`config.mk`:
```
export PLATFORM = sky130hd
export DESIGN_NAME = cond_logic
export DESIGN_NICKNAME = d
export VERILOG_FILES = /design/src/rtl/cond_logic_pkg.sv /design/src/rtl/cond_logic_condcheck.sv /design/src/rtl/cond_logic.sv
export SDC_FILE = /design/constraint.sdc
export NUM_CORES = 1
export LEC_CHECK = 0
export ABC_AREA = 0
export ABC_CLOCK_PERIOD_IN_PS = 2200
export BUFFER_PORTS_ARGS = -buffer_cell sky130_fd_sc_hd__buf_4
export CAP_MARGIN = 30
export CELL_PAD_IN_SITES_DETAIL_PLACEMENT = 1
export CELL_PAD_IN_SITES_GLOBAL_PLACEMENT = 1
export CORE_MARGIN = 1
export CORE_UTILIZATION = 37
export CTS_BUF_LIST = sky130_fd_sc_hd__clkbuf_4 sky130_fd_sc_hd__clkbuf_8
export DETAILED_ROUTE_END_ITERATION = 8
export GPL_ROUTABILITY_DRIVEN = 0
export PLACE_DENSITY = 0.87
export REMOVE_ABC_BUFFERS = 1
export SETUP_SLACK_MARGIN = 0.1
export SYNTH_ARGS = -nofsm -noshare
export SYNTH_HDL_FRONTEND = slang
export SYNTH_SLANG_ARGS = --single-unit
export TNS_END_PERCENT = 5
```
`constraint.sdc`:
```
create_clock -name clk -period 2.2 [get_ports clk]
set_input_delay 0.22 -clock clk [delete_from_list [all_inputs] [get_ports clk]]
set_output_delay 0.22 -clock clk [all_outputs]
set_load 0.05 [all_outputs]
```
`src/rtl/cond_logic_pkg.sv`:
```
// rtl/cond_logic_pkg.sv - shared condition-code and flag index constants
package cond_logic_pkg;

   // ARM condition field encodings
   localparam logic [3:0] COND_EQ = 4'b0000;
   localparam logic [3:0] COND_NE = 4'b0001;
   localparam logic [3:0] COND_CS = 4'b0010;
   localparam logic [3:0] COND_CC = 4'b0011;
   localparam logic [3:0] COND_MI = 4'b0100;
   localparam logic [3:0] COND_PL = 4'b0101;
   localparam logic [3:0] COND_VS = 4'b0110;
   localparam logic [3:0] COND_VC = 4'b0111;
   localparam logic [3:0] COND_HI = 4'b1000;
   localparam logic [3:0] COND_LS = 4'b1001;
   localparam logic [3:0] COND_GE = 4'b1010;
   localparam logic [3:0] COND_LT = 4'b1011;
   localparam logic [3:0] COND_GT = 4'b1100;
   localparam logic [3:0] COND_LE = 4'b1101;
   localparam logic [3:0] COND_AL = 4'b1110;
   localparam logic [3:0] COND_NV = 4'b1111;

   // Bit positions inside the {N,Z,C,V} flag vector
   localparam int FLAG_N = 3;
   localparam int FLAG_Z = 2;
   localparam int FLAG_C = 1;
   localparam int FLAG_V = 0;

   // Bit positions inside the decoder's FlagW field
   localparam int FW_NZ = 1;
   localparam int FW_CV = 0;

endpackage

```
`src/rtl/cond_logic_condcheck.sv`:
```
// rtl/cond_logic_condcheck.sv - combinational ARM condition checker
module condcheck
   import cond_logic_pkg::*;
(
   input  logic [3:0] Cond,
   input  logic [3:0] Flags,
   output logic       CondEx
);

   logic n, z, c, v, ge;

   assign n  = Flags[FLAG_N];
   assign z  = Flags[FLAG_Z];
   assign c  = Flags[FLAG_C];
   assign v  = Flags[FLAG_V];
   assign ge = (n == v);

   // Decode the condition field; the reserved 1111 code never executes
   always_comb begin
      CondEx = 1'b0;
      case (Cond)
         COND_EQ: CondEx = z;
         COND_NE: CondEx = ~z;
         COND_CS: CondEx = c;
         COND_CC: CondEx = ~c;
         COND_MI: CondEx = n;
         COND_PL: CondEx = ~n;
         COND_VS: CondEx = v;
         COND_VC: CondEx = ~v;
         COND_HI: CondEx = ~z & c;
         COND_LS: CondEx = z | ~c;
         COND_GE: CondEx = ge;
         COND_LT: CondEx = ~ge;
         COND_GT: CondEx = ~z & ge;
         COND_LE: CondEx = z | ~ge;
         COND_AL: CondEx = 1'b1;
         default: CondEx = 1'b0;
      endcase
   end

endmodule

```
`src/rtl/cond_logic.sv`:
```
// rtl/cond_logic.sv - execute-stage flags register, side-effect gating and counters
module cond_logic
   import cond_logic_pkg::*;
#(
   parameter int CNT_W = 32
)
(
   input  logic             clk,
   input  logic             reset_n,
   input  logic             Valid,
   input  logic             Stall,
   input  logic [3:0]       Cond,
   input  logic [3:0]       ALUFlags,
   input  logic [1:0]       FlagW,
   input  logic             PCS,
   input  logic             RegW,
   input  logic             MemW,
   input  logic             NoWrite,
   output logic [3:0]       Flags,
   output logic             CondEx,
   output logic             PCSrc,
   output logic             RegWrite,
   output logic             MemWrite,
   output logic [CNT_W-1:0] ExecCnt,
   output logic [CNT_W-1:0] SquashCnt
);

   localparam logic [CNT_W-1:0] CNT_ONE = CNT_W'(1);
   localparam logic [CNT_W-1:0] CNT_MAX = '1;

   logic [3:0]       flags_q;
   logic [CNT_W-1:0] exec_q;
   logic [CNT_W-1:0] squash_q;
   logic             issue;
   logic             go;

   // Condition is judged against the flags as they stood before this instruction
   condcheck u_condcheck (
      .Cond   (Cond),
      .Flags  (flags_q),
      .CondEx (CondEx)
   );

   assign issue = Valid & ~Stall;
   assign go    = issue & CondEx;

   // Gate decoder side effects; compare-class ops never write a register
   always_comb begin
      PCSrc    = PCS & go;
      RegWrite = RegW & ~NoWrite & go;
      MemWrite = MemW & go;
   end

   // NZ and CV halves update independently; a stalled write waits for release
   always_ff @(posedge clk) begin
      if (!reset_n) begin
         flags_q <= 4'b0000;
      end else begin
         if (go & FlagW[FW_NZ]) begin
            flags_q[FLAG_N] <= ALUFlags[FLAG_N];
            flags_q[FLAG_Z] <= ALUFlags[FLAG_Z];
         end
         if (go & FlagW[FW_CV]) begin
            flags_q[FLAG_C] <= ALUFlags[FLAG_C];
            flags_q[FLAG_V] <= ALUFlags[FLAG_V];
         end
      end
   end

   // Saturating executed/squashed counters, counted once on the issuing cycle
   always_ff @(posedge clk) begin
      if (!reset_n) begin
         exec_q   <= '0;
         squash_q <= '0;
      end else if (issue) begin
         if (CondEx) begin
            if (exec_q != CNT_MAX) exec_q <= exec_q + CNT_ONE;
         end else begin
            if (squash_q != CNT_MAX) squash_q <= squash_q + CNT_ONE;
         end
      end
   end

   assign Flags     = flags_q;
   assign ExecCnt   = exec_q;
   assign SquashCnt = squash_q;

endmodule

```
# After elaboration in Yosys (flattened, before gate mapping)
# Index checks and enable logic that the tools add are counted.
dict set report totals {
  reg_bits 68
  in_bits 18
  output_inout_bits 72
  elab_cells 47
}
dict set report op_classes {
  n_addsub 2
  n_eq_ne 17
  muxes 1
  n_bitwise 20
  reduce_logical 3
}
# op n
set op_table {}
lappend op_table {{$add 32x1->32 const B} 2}
lappend op_table {{$ne 32x32->1 const B} 2}
lappend op_table {{$eq 4x4->1 const B} 7}
lappend op_table {{$eq 4x3->1 const B} 4}
lappend op_table {{$pmux 1 s15} 1}
lappend op_table {{$and 1x1->1} 10}
lappend op_table {{$eq 4x2->1 const B} 2}
lappend op_table {{$not 1->1} 8}
lappend op_table {{$reduce_and 3->1} 2}
lappend op_table {{$eq 4x1->1 const B} 1}
lappend op_table {{$logic_not 4->1} 1}
lappend op_table {{$or 1x1->1} 2}
lappend op_table {{$eq 1x1->1} 1}

# Depth between registers and ports, before layout
# Gate-level depths: netlist (run 1).
dict set report depth {
  ltp_word 6
  mapped_depth 10
  ltp_nobuf 7
}

# Cells and area by module
# From an unflattened synthesis (run 1), not the netlist that was laid out.
dict set report hier_totals {
  cells_unflattened 444
  area_unflattened_um2 3602.2
}
# mod n_inst cells_each area_per_inst_um2 seq_area_each_um2
set by_module_without_submodules {}
lappend by_module_without_submodules {cond_logic 1 416 3408.3 1361.3}
lappend by_module_without_submodules {condcheck 1 28 193.9 0.0}

# Least setup slack after synthesis (run 1)
# No wires, ideal clock.
dict set report synth_timing {
  kind {reg-to-output}
  from {reg flags_q[3] (netlist: Flags[3])}
  to {out RegWrite}
  t_arrival_ns 2.996
  required_ns 1.980
  slack_ns -1.016
  stages_incl_launch_ff 8
  path_buffers 2
  path_cell_list {dfxtp_1 -> xor2_1 -> o311ai_1 -> mux2i_1 -> o22a_1 -> buf_6 -> clkbuf_1 -> nor3b_1}
}
dict set report synth_between {
  elab_chain_cells 6
  elab_cells_between_ends 8
  classes_between {1 x eq/ne; 1 x mux; 6 x bitwise}
}
# element line_no
set synth_lines {}
lappend synth_lines {{start, declared} cond_logic.sv:31} ;# logic [3:0] flags_q;
lappend synth_lines {{start signal, assigned by index} cond_logic.sv:60} ;# flags_q[FLAG_N] <= ALUFlags[FLAG_N];
lappend synth_lines {{start signal, assigned by index} cond_logic.sv:61} ;# flags_q[FLAG_Z] <= ALUFlags[FLAG_Z];
lappend synth_lines {{start signal, assigned by index} cond_logic.sv:64} ;# flags_q[FLAG_C] <= ALUFlags[FLAG_C];
lappend synth_lines {{$eq 1x1->1} cond_logic_condcheck.sv:16} ;# assign ge = (n == v);
lappend synth_lines {{$not 1->1} {cond_logic_condcheck.sv:33, cond_logic_condcheck.sv:35}}
lappend synth_lines {{$or 1x1->1} cond_logic_condcheck.sv:35} ;# COND_LE: CondEx = z | ~ge;
lappend synth_lines {{$pmux 1 s15 *} cond_logic_condcheck.sv:21} ;# case (Cond)
lappend synth_lines {{$and 1x1->1 *} cond_logic.sv:45} ;# assign go = issue & CondEx;
lappend synth_lines {{$and 1x1->1 *} cond_logic.sv:50} ;# RegWrite = RegW & ~NoWrite & go;
lappend synth_lines {{end, declared} cond_logic.sv:22} ;# output logic RegWrite,
# Every way passes the cells marked *; elsewhere a longest branch is shown, timed or not.

# Worst setup path in the final report (run 1)
# Same ends and word-level chain as after synthesis.

==> results of run 1 <==
==> metrics by stage <==
stage / total power [mW] / cells / setup TNS, ps
floorplan: 1.38 / 445 / -66600
global placement: 1.51 / 724 / 0
detailed placement: 1.52 / 724 / -2120
CTS: 2.54 / 743 / -2190
global route: 2.70 / 750 / -8630
finish: 2.62 / 750 / -4700
==> worst min-delay path by stage <==
| stage | slack (ps) | endpoint | start | cells after the start |
|---|---|---|---|---|
| global placement | 470 | SquashCnt[9] | SquashCnt[9] | 2 |
| floorplan | 340 | SquashCnt[8] | reset_n | 1 |
| detailed placement | 490 | SquashCnt[9] | SquashCnt[9] | 2 |
| finish | 110 | Flags[1] | ALUFlags[1] | 3 |
| global route | 120 | Flags[1] | ALUFlags[1] | 3 |
| CTS | 110 | Flags[0] | ALUFlags[0] | 3 |
==> layout make-up <==
class | count | share of cell area, %
clock inverter | 2 | 0.170
timing repair buffer | 158 | 23.6
inverter | 8 | 0.574
tap | 133 | 2.83
sequential | 68 | 23.3
multi-input combinational | 369 | 46.7
clock buffer | 12 | 2.81
==> logic make-up (layout without fill, tap and decap cells) <==
group	count (synthesis)	in the layout	synth area share [%]
AND/OR/NAND/NOR	242	242	36.8
AO/OA/AOI/OAI	99	99	15.4
multiplexers	25	25	6.75
XOR/XNOR	1	1	0.232
buffers and inverters	34	180	4.17
flip-flops	68	68	36.0
adder cells (fa/ha/maj)	2	2	0.662
==> synth_stat cells (all sizes together), types with 8 or more instances <==
cell / count / area (µm²)
a21oi: 40 / 200
and3: 10 / 62.6
clkbuf: 19 / 71.3
dfxtp: 68 / 1360
inv: 8 / 30.0
mux2i: 24 / 240
nand2: 61 / 229
nand2b: 22 / 138
nand3: 25 / 125
nand4: 21 / 131
nor2: 8 / 30.0
nor3: 11 / 55.1
nor4: 10 / 75.1
o21ai: 34 / 170
o31ai: 12 / 95.1
or3: 30 / 188
or4: 9 / 67.6
==> where the power goes <==
group / total, mW / switching [mW] / internal [mW] / leakage [nW]
clock network: 1.00 / 0.516 / 0.486 / 0.0941
registers: 1.24 / 0.00592 / 1.23 / 0.551
logic: 0.382 / 0.217 / 0.165 / 1.63
total: 2.62 / 0.739 / 1.89 / 2.27
==> routing by layer <==
metal | wire length [µm] | up-vias | track usage (%)
li1 | - | 2046 | -
met1 | 6840 | 2284 | 31.9
met2 | 8950 | 182 | 49.4
met3 | 841 | 57 | 5.22
met4 | 635 | 0 | 13.9
met5 | 0 | - | 0
==> registers in the layout (all words and copies together), names as in the netlist <==
signal	cells
SquashCnt	32
Flags	4
ExecCnt	32
==> what timing repair did <==
item / in CTS / in global routing
cloned: 2 / 3
setup endpoints to repair: 69 / 72
buffers inserted: 3 / 4
endpoints found under the hold margin: 0 / 0
gates resized for setup: 34 / 73
pin swaps: 20 / 43
==> worst reg2reg max path, stage by stage (launching register included) <==
cell and delay [ps]:
dfxtp_4 370, xor2_4 200, a41o_1 230, o31ai_4 280, buf_6 150, o2111ai_4 170
buf_4 200, clkbuf_16 170, or3_1 380, a21oi_1 170
==> cells in the final DEF (no fill, tap or decap), types with 10 or more instances in the layout <==
master	netlist	layout
clkbuf_8	0	12
a21oi_2	0	12
buf_6	3	11
and3_1	10	10
nand2_1	61	60
dfxtp_1	68	63
nand4_1	21	21
o21ai_0	34	30
mux2i_1	24	24
nand3_1	25	24
buf_4	1	136
nand2b_1	22	20
a21oi_1	40	28
or3_1	30	25
==> reports/results.tsv, run 1 <==
stage	metric	value	unit
synth	syn_area	0.00378	mm²
synth	seq_area_frac_synth	36.0	%
worst_setup_path	slowest_stage	dfxtp_2	
worst_setup_path	r2r_cells	9	
worst_setup_path	arrival	2200	ps
timing	hold_ws	106	ps
power	peakVddDrop	0.227	mV
worst_setup_path	regToRegSetupSlack	-210	ps
detailed_routing	drc	0	
detailed_routing	drt_iter0_markers	192	
finish	drive_gt1_share	39.9	%
die	ios	90	
hold_path	hp-class	primary input to flip-flop	
worst_setup_path	critPathLaunchType	flip-flop	
worst_setup_path	worstSetupPathType	flip-flop to output pin	
detailed_routing	firstDrtPassIters	4	
timing	hold_violations	0	
timing	worstMarginPinSlew	730	ps
clock_network	htreeDepth	3	
timing	timing.final.crit_share	110	%
clock_network	clock_path_buffers	2	
clock_network	holdBufCountCts	0	
detailed_routing	routed_wl	17300	µm
timing	rsz0062_at_grt	true	
run_status	violations	setup timing	
global_route	grt_pass1_vias	4512	
worst_setup_path	cp_top_family	compound AO/OA/AOI/OAI gates	
die	start_util	38.5	%
synth	ys.flop_type	dfxtp_1	
worst_setup_path	reg2reg_from	Flags[0]	
clock_network	cts_num_sinks	68	
synth	synth-async-reset-ratio	0	%
synth	ys_types	50	
timing	period_minus_slack	2420	ps
worst_setup_path	slowest_delay	360	ps
job	max_cap_violations	0	
finish	ff_latch_area	0.00137	mm²
finish	final_area	0.00589	mm²
placed_design	dp_hpwl	9000	µm
clock_network	clkLatencyLatePin	370	ps
run_status	outcome	finished with violations	
power	p_leak	2.27	nW
detailed_routing	vias	4569	
worst_setup_path	critPathLaunch	Flags[3]	
synth	synth_edf_count	0	
placed_design	place_ws	-152	ps
clock_network	cts_made_buffers	9	
synth	synth_cells	471	
worst_setup_path	cp.required	1980	ps
timing	fin_ws	-223	ps
worst_setup_path	worstPathCellList	mux2_4, o221ai_4, o31ai_4, o22a_4, buf_12, nor3b_4, buf_6	
finish	antenna_cells	0	
timing	max_freq	413	MHz
detailed_routing	vias_per_cell	6.09	
worst_setup_path	cp-end-kind	output pin	
timing	finalSetupViolCount	46	
global_route	grt_first_pass_wirelength	22600	µm
timing	slew_headroom	51.3	%
detailed_routing	ant_nets	0	
finish	area_growth	55.7	%
clock_network	cts_tree	done	
finish	nets	634	
worst_setup_path	cp-endpoint	RegWrite	
global_route	gr-usage-all-layers	27.8	%
detailed_routing	wl_per_cell	23.0	µm
timing	finClkSkew	9.56	ps
clock_network	clkSlewWorstSetupHoldPaths	70	ps
die	die_y	103	µm
synth	postSynthAreaPerCell	8.03	µm²
global_route	gr-total-overflow	0	
synth	synth-seq-cells	68	
die	die_x	103	µm
clock_network	cts.root.buffer_cell	clkbuf_8	
worst_setup_path	cp.buffers_inverters	2	
synth	yosys_warnings	0	
power	powerDensity	446	mW/mm²
worst_setup_path	path_max_fanout	5	
finish	utilization	59.9	%
placed_design	place_area	0.00498	mm²
worst_setup_path	timing.rr.end	SquashCnt[15]	
die	core.rowCount	36	
placed_design	port_buffers	89	
finish	fillers	1187	
die	die-area	0.0106	mm²
global_route	antenna_found_initial	0	
die	coreArea	0.00982	mm²
worst_setup_path	crit_cells	7	
finish	multi_input_comb_area	0.00275	mm²
timing	timing_max_transition_violations_final	0	
global_route	grt_max_degree	55	
Note: power is estimated with default switching activity, not from simulation.
==> run 2, diff against run 1 <==
--- a/config.mk
+++ b/config.mk
@@ -12,11 +12,11 @@
 export CELL_PAD_IN_SITES_DETAIL_PLACEMENT = 1
 export CELL_PAD_IN_SITES_GLOBAL_PLACEMENT = 1
 export CORE_MARGIN = 1
-export CORE_UTILIZATION = 37
+export CORE_UTILIZATION = 35
 export CTS_BUF_LIST = sky130_fd_sc_hd__clkbuf_4 sky130_fd_sc_hd__clkbuf_8
 export DETAILED_ROUTE_END_ITERATION = 8
 export GPL_ROUTABILITY_DRIVEN = 0
-export PLACE_DENSITY = 0.87
+export PLACE_DENSITY = 0.83
 export REMOVE_ABC_BUFFERS = 1
 export SETUP_SLACK_MARGIN = 0.1
 export SYNTH_ARGS = -nofsm -noshare
==> reports/results.tsv, run 2 (same netlist as run 1, synthesis figures left out) <==
stage	metric	value	unit	change
clock_network	cts_tree	done		unchanged
global_route	grt_use_met3	3.13	%	was 5.22%
timing	tns	-7350	ps	was -4700 ps
die	ios	90		unchanged
run_status	outcome	finished with violations		unchanged
detailed_routing	routed_wl	14400	µm	was 17300 µm
timing	rsz0062_at_grt	true		unchanged
timing	finalSetupViolCount	56		was 46
worst_setup_path	worstPathCellList	or3b_4, o311ai_4, mux2i_1, buf_4, o22a_4, buf_12, nor3b_4, buf_6		was mux2_4, o221ai_4, o31ai_4, o22a_4, buf_12, nor3b_4, buf_6
detailed_routing	drt_iter0_markers	157		was 192
worst_setup_path	slowest_stage	or3b_4		was dfxtp_2
global_route	grt.met1_usage	29.0	%	was 31.9%
timing	slew_headroom	51.1	%	was 51.3%
timing	period_minus_slack	2440	ps	was 2420 ps
detailed_routing	vias	4387		was 4569
detailed_routing	drc	0		unchanged
die	start_util	36.3	%	was 38.5%
detailed_routing	firstDrtPassIters	4		unchanged
power	powerDensity	455	mW/mm²	was 446 mW/mm²
clock_network	clkLatencyLatePin	350	ps	was 370 ps
global_route	gr-usage-all-layers	24.6	%	was 27.8%
placed_design	place_ws	-242	ps	was -152 ps
global_route	top_usage_layer	met2		unchanged
worst_setup_path	arrival	2220	ps	was 2200 ps
timing	max_freq	411	MHz	was 413 MHz
finish	nets	640		was 634
worst_setup_path	critPathLaunchType	flip-flop		unchanged
global_route	grtUsageMet2	44.3	%	was 49.4%
global_route	grt_first_pass_wirelength	22200	µm	was 22600 µm
job	max_cap_violations	0		unchanged
finish	antenna_cells	0		unchanged
detailed_routing	vias_per_cell	5.76		was 6.09
timing	timing.final.crit_share	111	%	was 110%
clock_network	htreeDepth	3		unchanged
run_status	violations	setup timing		unchanged
timing	hold_violations	0		unchanged
global_route	gr-total-overflow	0		unchanged
global_route	grt_pass1_vias	4556		was 4512
placed_design	place_area	0.00503	mm²	was 0.00498 mm²
clock_network	clock_path_buffers	2		unchanged
clock_network	cts.root.buffer_cell	clkbuf_8		unchanged
die	core.rowCount	37		was 36
worst_setup_path	path_max_fanout	3		was 5
worst_setup_path	slowest_delay	390	ps	was 360 ps
worst_setup_path	cp.required	1980	ps	about the same
detailed_routing	wl_per_cell	18.9	µm	was 23.0 µm
hold_path	hp-class	primary input to flip-flop		unchanged
power	peakVddDrop	0.252	mV	was 0.227 mV
die	die_y	106	µm	was 103 µm
global_route	antenna_found_initial	0		unchanged
finish	final_cell_mix	buf_4, dfxtp_1, nand2_1		unchanged
die	die_x	106	µm	was 103 µm
timing	fin_ws	-236	ps	was -223 ps
worst_setup_path	worstSetupPathType	flip-flop to output pin		unchanged
placed_design	port_buffers	89		unchanged
power	p_leak	2.23	nW	was 2.27 nW
timing	worstMarginPinSlew	727	ps	was 730 ps
die	coreArea	0.0104	mm²	was 0.00982 mm²
timing	timing_max_transition_violations_final	0		unchanged
clock_network	cts_made_buffers	9		unchanged
detailed_routing	ant_nets	0		unchanged
clock_network	cts_num_sinks	68		unchanged
finish	final_area	0.00580	mm²	was 0.00589 mm²
clock_network	clkSlewWorstSetupHoldPaths	90	ps	was 70 ps
global_route	grt_max_degree	55		unchanged
placed_design	dp_hpwl	9090	µm	was 9000 µm
clock_network	holdBufCountCts	0		unchanged
die	die-area	0.0112	mm²	was 0.0106 mm²
worst_setup_path	cp-end-kind	output pin		unchanged
timing	finClkSkew	17.4	ps	was 9.56 ps
finish	area_growth	53.4	%	was 55.7%
finish	drive_gt1_share	38.6	%	was 39.9%
finish	final_common_cell	buf_4		unchanged
## run 2: critical path: cells and delay by family, from the launching register on
family | cells | cell delay, ps
flip-flops | 1 | 340
multiplexers | 1 | 140
AND/OR/NAND/NOR | 2 | 580
AO/OA/AOI/OAI | 2 | 330
buffers and inverters | 3 | 480
## run 2: path summary, 6_finish.rpt
| check | startpoint | endpoint | slack [ps] | cells after the start |
|---|---|---|---|---|
| worst max-delay path | Flags[1] | RegWrite | -240 | 8 |
| worst min-delay path | ALUFlags[1] | Flags[1] | 110 | 3 |
| worst max register to register | Flags[1] | SquashCnt[29] | -230 | 11 |
| worst min register to register | SquashCnt[9] | SquashCnt[9] | 500 | 2 |
## run 2: area by class of cell
cell class	count	area, µm²
Fill cell	1262	4620
Clock buffer	10	131
Multi-Input combinational cell	369	2660
Clock inverter	6	65.1
Tap cell	136	170
Inverter	8	33.8
Sequential cell	68	1370
Timing Repair Buffer	164	1370
## run 2: repair_timing
action / in CTS / in global routing
resized for setup: 59 / 31
setup endpoints to repair: 72 / 72
setup buffers: 4 / 5
endpoints found under the hold margin: 0 / 0
cloned: 1 / 2
pin swaps: 55 / 20
## run 2: per-layer routing
| layer | vias to the layer above | share of wire [%] | wire length, µm |
|---|---|---|---|
| met3 | 31 | 3.4 | 486 |
| met1 | 2183 | 43 | 6130 |
| met5 | - | 0 | 0 |
| li1 | 2056 | - | - |
| met4 | 0 | 2.3 | 330 |
| met2 | 117 | 52 | 7430 |
## run 2: power breakdown
part | internal [mW] | switching (mW) | total, mW
sequential | 1.23 | 0.00570 | 1.24
clock | 0.537 | 0.516 | 1.05
combinational | 0.144 | 0.201 | 0.346
## run 2: per-stage QoR
| stage | total power [mW] | std cells | utilization [%] | hold WS [ps] |
|---|---|---|---|---|
| 2_1_floorplan | 1.38 | 445 | - | 338 |
| 3_3_place_gp | 1.51 | 733 | 48.3 | 470 |
| 3_5_place_dp | 1.53 | 733 | 48.3 | 486 |
| 4_1_cts | 2.62 | 754 | 53.4 | 119 |
| 5_1_grt | 2.73 | 761 | 55.7 | 132 |
| 6_report | 2.64 | 761 | 55.7 | 114 |
